`src/rtl/serial_link_lane_align.sv`:
```
// Receive-side word aligner and deskewer for the multi-lane serial link.
// Each lane bit-slips until it sees the training word LockCount times in a row.
// A one-shot marker word then measures inter-lane skew, and per-lane delay lines
// re-align the lanes before the words are handed to the link layer.

module serial_link_lane_align_lane #(
    parameter int                   WordWidth    = 8,
    parameter logic [WordWidth-1:0] TrainPattern = 8'hA5,
    parameter int                   LockCount    = 8,
    parameter int                   MaxSkew      = 4,
    localparam int                  OffW         = $clog2(WordWidth),
    localparam int                  CntW         = $clog2(LockCount + 1),
    localparam int                  DlyW         = $clog2(MaxSkew + 1)
) (
    input  logic                 clk_i,
    input  logic                 rst_ni,
    input  logic                 clr_i,
    input  logic                 slip_en_i,
    input  logic                 adv_i,
    input  logic [WordWidth-1:0] word_i,
    input  logic [DlyW-1:0]      dly_i,
    output logic [WordWidth-1:0] rot_o,
    output logic [WordWidth-1:0] tap_o,
    output logic [OffW-1:0]      offset_o,
    output logic                 locked_o
);
    logic [OffW-1:0]                 offset_q, offset_d;
    logic [CntW-1:0]                 cnt_q, cnt_d;
    logic                            locked_q, locked_d;
    logic [MaxSkew:1][WordWidth-1:0] sr_q, sr_d;
    logic [2*WordWidth-1:0]          dbl;

    // Rotate left by the current offset: top half of the doubled word shifted.
    assign dbl      = {word_i, word_i} << offset_q;
    assign rot_o    = dbl[2*WordWidth-1 -: WordWidth];
    assign offset_o = offset_q;
    assign locked_o = locked_q;

    // Bit-slip search: count consecutive training words, slip one bit on a miss.
    always_comb begin
        offset_d = offset_q;
        cnt_d    = cnt_q;
        locked_d = locked_q;
        if (clr_i) begin
            offset_d = '0;
            cnt_d    = '0;
            locked_d = 1'b0;
        end else if (slip_en_i && !locked_q) begin
            if (rot_o == TrainPattern) begin
                cnt_d = cnt_q + CntW'(1);
                if (cnt_q == CntW'(LockCount - 1)) locked_d = 1'b1;
            end else begin
                cnt_d    = '0;
                offset_d = (offset_q == OffW'(WordWidth - 1)) ? '0 : offset_q + OffW'(1);
            end
        end
    end

    // Delay line of past aligned words; tap 0 is the current word itself.
    always_comb begin
        sr_d = sr_q;
        if (adv_i) begin
            sr_d[1] = rot_o;
            for (int k = 2; k <= MaxSkew; k++) sr_d[k] = sr_q[k-1];
        end
    end

    // Output tap selection by programmed lane delay.
    always_comb begin
        tap_o = rot_o;
        for (int k = 1; k <= MaxSkew; k++)
            if (dly_i == DlyW'(k)) tap_o = sr_q[k];
    end

    // Lane state registers.
    always_ff @(posedge clk_i or negedge rst_ni) begin
        if (!rst_ni) begin
            offset_q <= '0;
            cnt_q    <= '0;
            locked_q <= 1'b0;
            sr_q     <= '0;
        end else begin
            offset_q <= offset_d;
            cnt_q    <= cnt_d;
            locked_q <= locked_d;
            sr_q     <= sr_d;
        end
    end
endmodule

module serial_link_lane_align #(
    parameter int                   NumLanes      = 4,
    parameter int                   WordWidth     = 8,
    parameter logic [WordWidth-1:0] TrainPattern  = 8'hA5,
    parameter logic [WordWidth-1:0] MarkerWord    = 8'h3C,
    parameter int                   LockCount     = 8,
    parameter int                   MaxSkew       = 4,
    parameter int                   TimeoutCycles = 1024
) (
    input  logic                                  clk_i,
    input  logic                                  rst_ni,
    input  logic                                  train_start_i,
    input  logic [NumLanes*WordWidth-1:0]         lane_data_i,
    input  logic                                  lane_valid_i,
    output logic [NumLanes*WordWidth-1:0]         data_o,
    output logic                                  valid_o,
    output logic [NumLanes-1:0]                   lane_locked_o,
    output logic [NumLanes*$clog2(WordWidth)-1:0] bitslip_o,
    output logic                                  train_done_o,
    output logic                                  train_err_o
);
    localparam int OffW = $clog2(WordWidth);
    localparam int DlyW = $clog2(MaxSkew + 1);
    localparam int TmW  = $clog2(TimeoutCycles);
    localparam int WcW  = TmW + 1;

    typedef enum logic [2:0] {S_IDLE, S_BITALIGN, S_DESKEW, S_DONE, S_ERROR} state_e;

    state_e                             state_q;
    logic [NumLanes-1:0][WordWidth-1:0] rot, tap, data_q;
    logic [NumLanes-1:0][OffW-1:0]      offset;
    logic [NumLanes-1:0]                locked, seen_q;
    logic [NumLanes-1:0][DlyW-1:0]      dly_q;
    logic [NumLanes-1:0][WcW-1:0]       arr_q, skew;
    logic [WcW-1:0]                     wcnt_q, arr_max;
    logic [TmW-1:0]                     tmr_q;
    logic                               slip_en, timeout, skew_bad;
    logic                               valid_q, done_q, err_q;

    assign slip_en = (state_q == S_BITALIGN) && lane_valid_i;
    assign timeout = (tmr_q == TmW'(TimeoutCycles - 1));

    for (genvar l = 0; l < NumLanes; l++) begin : g_lane
        serial_link_lane_align_lane #(
            .WordWidth   (WordWidth),
            .TrainPattern(TrainPattern),
            .LockCount   (LockCount),
            .MaxSkew     (MaxSkew)
        ) u_lane (
            .clk_i    (clk_i),
            .rst_ni   (rst_ni),
            .clr_i    (train_start_i),
            .slip_en_i(slip_en),
            .adv_i    (lane_valid_i),
            .word_i   (lane_data_i[l*WordWidth +: WordWidth]),
            .dly_i    (dly_q[l]),
            .rot_o    (rot[l]),
            .tap_o    (tap[l]),
            .offset_o (offset[l]),
            .locked_o (locked[l])
        );
    end

    // Per-lane delay needed to line every lane up with the latest marker.
    always_comb begin
        arr_max  = '0;
        skew     = '0;
        skew_bad = 1'b0;
        for (int l = 0; l < NumLanes; l++)
            if (arr_q[l] > arr_max) arr_max = arr_q[l];
        for (int l = 0; l < NumLanes; l++) begin
            skew[l] = arr_max - arr_q[l];
            if (skew[l] > WcW'(MaxSkew)) skew_bad = 1'b1;
        end
    end

    // Training FSM with registered status and data outputs.
    always_ff @(posedge clk_i or negedge rst_ni) begin
        if (!rst_ni) begin
            state_q <= S_IDLE;
            tmr_q   <= '0;
            wcnt_q  <= '0;
            seen_q  <= '0;
            arr_q   <= '0;
            dly_q   <= '0;
            data_q  <= '0;
            valid_q <= 1'b0;
            done_q  <= 1'b0;
            err_q   <= 1'b0;
        end else if (train_start_i) begin
            state_q <= S_BITALIGN;
            tmr_q   <= '0;
            wcnt_q  <= '0;
            seen_q  <= '0;
            arr_q   <= '0;
            dly_q   <= '0;
            data_q  <= '0;
            valid_q <= 1'b0;
            done_q  <= 1'b0;
            err_q   <= 1'b0;
        end else begin
            case (state_q)
                S_BITALIGN: begin
                    tmr_q <= tmr_q + TmW'(1);
                    if (&locked) begin
                        state_q <= S_DESKEW;
                        tmr_q   <= '0;
                        wcnt_q  <= '0;
                        seen_q  <= '0;
                        arr_q   <= '0;
                    end else if (timeout) begin
                        state_q <= S_ERROR;
                        err_q   <= 1'b1;
                    end
                end
                S_DESKEW: begin
                    tmr_q <= tmr_q + TmW'(1);
                    if (lane_valid_i) begin
                        wcnt_q <= wcnt_q + WcW'(1);
                        for (int l = 0; l < NumLanes; l++)
                            if (!seen_q[l] && rot[l] == MarkerWord) begin
                                seen_q[l] <= 1'b1;
                                arr_q[l]  <= wcnt_q;
                            end
                    end
                    if (&seen_q) begin
                        if (skew_bad) begin
                            state_q <= S_ERROR;
                            err_q   <= 1'b1;
                        end else begin
                            state_q <= S_DONE;
                            done_q  <= 1'b1;
                            for (int l = 0; l < NumLanes; l++) dly_q[l] <= DlyW'(skew[l]);
                        end
                    end else if (timeout) begin
                        state_q <= S_ERROR;
                        err_q   <= 1'b1;
                    end
                end
                S_DONE: begin
                    valid_q <= lane_valid_i;
                    data_q  <= tap;
                end
                default: ;
            endcase
        end
    end

    assign data_o        = data_q;
    assign valid_o       = valid_q;
    assign lane_locked_o = locked;
    assign bitslip_o     = offset;
    assign train_done_o  = done_q;
    assign train_err_o   = err_q;
endmodule

```
`config.mk`:
```
export PLATFORM = sky130hd
export DESIGN_NAME = serial_link_lane_align
export DESIGN_NICKNAME = d
export VERILOG_FILES = /design/src/rtl/serial_link_lane_align.sv
export SDC_FILE = /design/constraint.sdc
export NUM_CORES = 1
export LEC_CHECK = 0
export ABC_CLOCK_PERIOD_IN_PS = 7700
export BUFFER_PORTS_ARGS = -buffer_cell sky130_fd_sc_hd__buf_4
export CORE_MARGIN = 2
export CORE_UTILIZATION = 56
export DETAILED_ROUTE_END_ITERATION = 16
export GPL_TIMING_DRIVEN = 0
export PLACE_DENSITY = 0.77
export SKIP_CTS_REPAIR_TIMING = 1
export SYNTH_ARGS = -nofsm -noshare
export SYNTH_HDL_FRONTEND = slang
export SYNTH_SLANG_ARGS = --single-unit
```
`constraint.sdc`:
```
create_clock -name clk_i -period 7.7 [get_ports clk_i]
set_input_delay 0.77 -clock clk_i [delete_from_list [all_inputs] [get_ports clk_i]]
set_output_delay 0.77 -clock clk_i [all_outputs]
set_load 0.01 [all_outputs]
```
* Word-level counts from Yosys, hierarchy flattened
Cells that the tools add are included.
** Cells by class
- $add $sub $neg :: 14
- $mul :: 0
- Div/mod/pow operators :: 0
- $lt $le $gt $ge :: 8
- Equality and inequality tests :: 49
- Shift-type cells :: 4
- Multiplexer cells :: 115
- Bitwise logic cells :: 0
- Reductions and logical operators :: 50
** Operator list (number)
- two-way mux 44 bit :: 3
- two-way mux 8 bit :: 16
- two-way mux 11 bit :: 11
- case mux 44 bit (2 select lines) :: 1
- two-way mux 32 bit :: 2
- left shift 16 x 3 -> 16 bit :: 4
- two-way mux 3 bit :: 21
- two-way mux 4 bit :: 15
- two-way mux 12 bit :: 4
- greater-than comparator 11 x 3 -> 1 bit (second input constant) :: 4
- subtractor 11 bit :: 4
- two-way mux 1 bit :: 35
- greater-than comparator 11 bit :: 3
- equality test 8 x 6 -> 1 bit (second input constant) :: 4
- equality test 8 bit (second input constant) :: 4
- equality test 3 x 2 -> 1 bit (second input constant) :: 10
- nonzero test 2 bit :: 15
- equality test 3 bit (second input constant) :: 8
- AND reduction 4 bit :: 6
- case mux 11 bit (2 select lines) :: 1
- AND reduction 3 bit :: 7
- two-way mux 10 bit :: 2
- case mux 10 bit (2 select lines) :: 1
- inequality test 3 bit (second input constant) :: 6
- other kinds (18) :: 53
** Word-level totals
- Bits in registers :: 279
- Latch bits :: 0
- Bits in writable memories :: 0
- ROM bits :: 0
- Input bits :: 36
- Output and inout port bits :: 51
- Logic and storage cells :: 290
- Memories :: 0

* Logic depth before layout (Yosys ltp)
- Depth in word-level cells :: 18
- Mapped depth :: 36
- Depth with buffers taken out :: 32

* Modules after synthesis
Synthesis repeated with hierarchy kept, for this count alone.
** Second synthesis, totals
- Cell total of the unflattened synthesis :: 1817
- Area total of the unflattened synthesis :: 18326.3 um^2
** Modules (own cells, without submodules)
- serial_link_lane_align :: times used 1, cells an instance 909, area each 8165.3 um^2, sequential area each 2977.9 um^2
- serial_link_lane_align_lane (g_lane[0].u_lane ...) :: times used 3, cells an instance 227, area each 2557.5 um^2, sequential area each 1001.0 um^2
- serial_link_lane_align_lane (g_lane[3].u_lane) :: times used 1, cells an instance 227, area each 2488.6 um^2, sequential area each 1001.0 um^2

* Worst setup path after synthesis
OpenSTA, ideal clock, no wires.
- Path type :: reg-to-reg
- Start :: reg arr_q[10] (netlist name)
- End :: reg dly_q[3] (netlist name)
- Library setup time :: 136 ps
- Arrival :: 8286 ps
- Required time :: 7564 ps
- Setup slack :: -722 ps
- Stages on the path, launching flop included :: 34
- Path buffers :: 3
- Period minus slack after synthesis :: 8422 ps
- Cell sequence :: dfrtp_1 -> inv_1 -> ha_1 -> nand4_1 -> a211oi_1 -> a2111oi_2 -> a41oi_1 -> buf_1 -> mux2_2 -> ha_1 -> nand3b_1 -> a211o_1 -> o2111a_1 -> a41oi_1 -> clkbuf_1 -> mux2_2 -> ha_1 -> a21oi_1 -> a21oi_1 -> o32ai_1 -> a41oi_1 -> o21ai_0 -> inv_1 -> fa_1 -> xor2_1 -> a21oi_1 -> a221oi_1 -> nand4_1 -> a2111oi_0 -> nand4_1 -> or4_1 -> and4bb_2 -> buf_4 -> o32ai_1
** Between the ends
- Cells in the longest elaborated chain, start to end :: 16
- Elaborated cells on any way between the ends :: 26
- Those cells by class :: add/sub: 4; order compare: 8; eq/ne: 1; mux: 12; reduce/logical: 1
** Ends and longest elaborated chain
- from (decl) :: RTL line 124 : logic [NumLanes-1:0][WcW-1:0] arr_q, skew;
- from (signal, indexed assignment) :: RTL line 213 : arr_q[l] <= wcnt_q;
- greater-than comparator 11 x 1 -> 1 bit :: RTL line 160 : if (arr_q[l] > arr_max) arr_max = arr_q[l];
- two-way mux 11 bit :: RTL line 160
- greater-than comparator 11 bit :: RTL line 160
- two-way mux 11 bit :: RTL line 160
- greater-than comparator 11 bit :: RTL line 160
- two-way mux 11 bit :: RTL line 160
- greater-than comparator 11 bit :: RTL line 160
- two-way mux 11 bit :: RTL line 160
- subtractor 11 bit :: RTL line 162 : skew[l] = arr_max - arr_q[l];
- greater-than comparator 11 x 3 -> 1 bit :: RTL line 163 : if (skew[l] > WcW'(MaxSkew)) skew_bad = 1'b1;
- two-way mux 1 bit (4 in a row) :: RTL line 163
- inequality test 2 bit (no source line)
- AND reduction 3 bit (no source line)
- to (signal assigned) :: RTL line 175 : dly_q <= '0;
- to (signal assigned) :: RTL line 186 : dly_q <= '0;
- to (decl) :: RTL line 123 : logic [NumLanes-1:0][DlyW-1:0] dly_q;
Parallel ways exist; a longest one is shown, timed or not. The select of a mux whose other input is x is not followed.
A chain may end at the register's enable or synchronous reset.

* Worst setup path after layout
- Start :: reg arr_q[15] (netlist name)
- End :: reg dly_q[8] (netlist name)
** Between the ends
- Cells in the longest elaborated chain, start to end :: 14
- Elaborated cells on any way between the ends :: 24
- Those cells by class :: add/sub: 4; order compare: 7; eq/ne: 1; mux: 11; reduce/logical: 1
** Ends and longest elaborated chain (RTL line)
- greater-than comparator 11 bit :: 160
- two-way mux 11 bit :: 160
- greater-than comparator 11 bit :: 160
- two-way mux 11 bit :: 160
- greater-than comparator 11 bit :: 160
- two-way mux 11 bit :: 160
- subtractor 11 bit :: 162
- greater-than comparator 11 x 3 -> 1 bit :: 163
- two-way mux 1 bit (4 in a row) :: 163
- inequality test 2 bit (no source line)
- AND reduction 3 bit (no source line)
Parallel ways exist; a longest one is shown, timed or not. The select of a mux whose other input is x is not followed.

==> impl_metrics.py <==
metrics = {
    "global_route": {
        "antenna_found_initial": 0,
        "met1_usage": 0.384,
        "use_met3": 0.0467,
        "grt.busiest_layer": "met2",
        "grt_max_degree": 108,
        "gr-usage-met2": 0.511,
        "grt_overflow_total": 0,
        "grt_pass1_wl_um": 75300,
        "grt_pass1_vias": 14000,
        "grtUsageTotal": 0.302,
    },
    "yosys": {
        "syn-instance-count": 1729,
        "synth-simple-area-share": 0.132,
        "yosysSeqAreaShare": 0.410,
        "synth_top_family_by_area": "multiplexers",
        "yosysMostFrequentCell": "dfrtp_1",
        "synth_area_um2": 17000,
        "synth_ff_type": "dfrtp_1",
        "synth-seq-cells": 279,
        "synth_area_leader_cell": "dfrtp_1",
        "synth.area.mux_share": 0.168,
        "synth_edf_count": 0,
        "ys.warnings.count": 0,
        "syn_nets": 1856,
        "synth_cell_type_count": 71,
        "synth_top_area_frac": 0.410,
        "postSynthAreaPerCell_um2": 9.84,
        "synthTopCellsByArea": "dfrtp_1, mux2_2, ha_1, o21ai_0, mux2i_1",
        "synth_compound_area_frac": 0.163,
        "synth_commonest_cells": "dfrtp_1, nor2_1, nand2_1, o21ai_0, mux2_2",
        "synthAdderAreaFrac": 0.0687,
        "synth_xor_area_frac": 0.0129,
        "async_reset_ff_frac": 1.00,
    },
    "critical_path": {
        "cp.buffers_inverters": 5,
        "worstPathMaxFanout": 6,
        "cp_top_family": "compound AO/OA/AOI/OAI gates",
        "rrSetupSlack_ps": -810,
        "cpMaxStageDelayCell": "or4_4",
        "critPathRequiredTime_ps": 8130,
        "arrival_ps": 8940,
        "setup.worst_path.class": "register to register",
        "cp_slowest_stage_delay_ps": 550,
        "crit_path_end_kind": "register",
        "startpoint_type": "register",
    },
    "floorplan": {
        "dieArea_um2": 31800,
        "core_area_um2": 29800,
        "start_util": 0.571,
        "rows": 63,
        "die_w_um": 178,
        "die_y_um": 178,
        "pin_count": 87,
    },
    "finish": {
        "drive_gt1_frac": 0.249,
        "fill_cells": 2175,
        "syn2layout_area_growth_pct": 20.7,
        "diodes": 0,
        "nets": 2029,
    },
    "sta": {
        "finalCritPeriodShare": 1.11,
        "fin_crit_ps": 8510,
        "final_max_slew_viol_count": 0,
        "hold_violations": 0,
        "fin_ws_ps": -810,
        "clock_skew_ps": 20.8,
        "max-slew-margin-rel": 0.208,
        "rsz0062_at_grt": "true",
        "setup_viol": 17,
        "worstMarginPinSlew_ps": 1180,
        "setup_tns_ps": -12450,
        "max_freq_ghz": 0.118,
    },
    "clock_tree": {
        "clock-root-buffer": "clkbuf_16",
        "cts_tree": "done",
        "clk_latency_ps": 600,
        "clockBufferDepth": 3,
        "cts_made_buffers": 31,
        "cts_sinks": 279,
        "htree_levels": 1,
        "cts.clk_slew.worst_paths_ps": 60,
    },
    "route": {
        "postRouteAntennaNets": 0,
        "routedWlPerCell_um": 22.3,
        "first_pass_iters": 6,
        "route.detailed.drc": 0,
        "drt_wl_total_um": 51600,
        "vias_per_cell": 6.53,
        "first_iter_violations": 1548,
        "vias": 15100,
    },
    "placement": {
        "dpl.hpwl_um": 34400,
        "pre_cts_slack_ps": -1900,
        "io_buffers": 85,
        "gp_congestion": 0.995,
    },
    "job": {
        "cap_viol_max_count": 0,
    },
    "worst_hold_path": {
        "hold_path.class": "input pin to asynchronous set/reset pin",
    },
    "status": {
        "outcome": "finished with violations",
        "violations": "negative setup slack",
    },
    "power_and_ir_drop": {
        "vdd_drop_max_uv": 173,
        "cellLeakagePower_nw": 8.63,
        "power.density_nw_per_um2": 198,
    },
}
[stage by stage]
step	total power [W]	cell area [um2]	cells	util	hold WS (ps)
global placement	0.00249	18200	2204	0.610	465
global route	0.00423	20500	2317	0.689	286
CTS	0.00407	19300	2264	0.647	270
detailed placement	0.00253	18200	2206	0.612	472
floorplan	0.00229	17000	1729	-	446
finish	0.00407	20500	2317	0.689	225
[sequential cells by signal (all words and copies together) (netlist names), 3 cells and up]
name and cells:
seen_q 4, g_lane.u_lane.offset_o 12, dly_q 12, state_q 3, data_o 32, wcnt_q 11, g_lane.u_lane.cnt_q 16, arr_q 44
g_lane.u_lane.sr_q 128, tmr_q 10, g_lane.u_lane.locked_o 4
[cell usage in the layout, fill, tap and decap left out, drive strengths merged, types with 5 or more instances in the layout]
master,count
clkbuf,98
o31ai,9
a211oi,7
mux2,131
nor4,10
o22ai,6
o32ai,13
o21a,12
inv,100
xnor2,17
clkinvlp,6
a221oi,12
clkinv,10
ha,87
nand3b,16
xor2,8
mux4,32
or4,6
nor3,48
a21o,14
a22o,34
mux2i,64
and2,5
nand4,18
a21oi,117
nor2,159
nand2b,7
nor2b,8
nand3,24
buf,165
dfrtp,279
nand2,142
and3,15
o21ai,145
a211o,5
a22oi,32
[path summary, 6_finish.rpt]
kind,from,to,cells past startpoint
worst max-delay path,arr_q[15],dly_q[8],33
worst min-delay path,rst_ni,g_lane[2].u_lane.offset_o[2],1
worst max register to register,arr_q[15],dly_q[8],33
worst min register to register,data_o[18],data_o[18],2
max in group asynchronous,rst_ni,arr_q[14],2
min in group clk_i,data_o[18],data_o[18],2
[power breakdown]
part,switching (W),internal [W]
logic,0.000365,0.000336
registers,0.000152,0.00167
clock network,0.000662,0.000878
total,0.00118,0.00289
[metal layers]
| layer | wire, um | vias to the layer above |
|---|---|---|
| met3 | 3800 | 212 |
| met5 | 0 | - |
| li1 | - | 6687 |
| met4 | 3360 | 0 |
| met2 | 24900 | 767 |
| met1 | 19500 | 7460 |
[cell type report]
cell class	count	area, um2	area share
buffer	86	422	0.0205
clock buffer	37	828	0.0403
clock inverter	21	229	0.0111
inverter	98	370	0.0180
multi-input combinational	1266	10100	0.490
sequential	279	6990	0.340
tap	390	488	0.0238
timing repair buffer	140	1150	0.0560
[logic make-up after synthesis]
kind of cell,count (synthesis)
muxes,227
adders and majority gates,91
and+or+nand+nor,480
xor gates and xnor gates,25
AOI/OAI and AO/OA,442
buffers and inverters,185
DFF,279
Power figures use the tool's default switching activity.
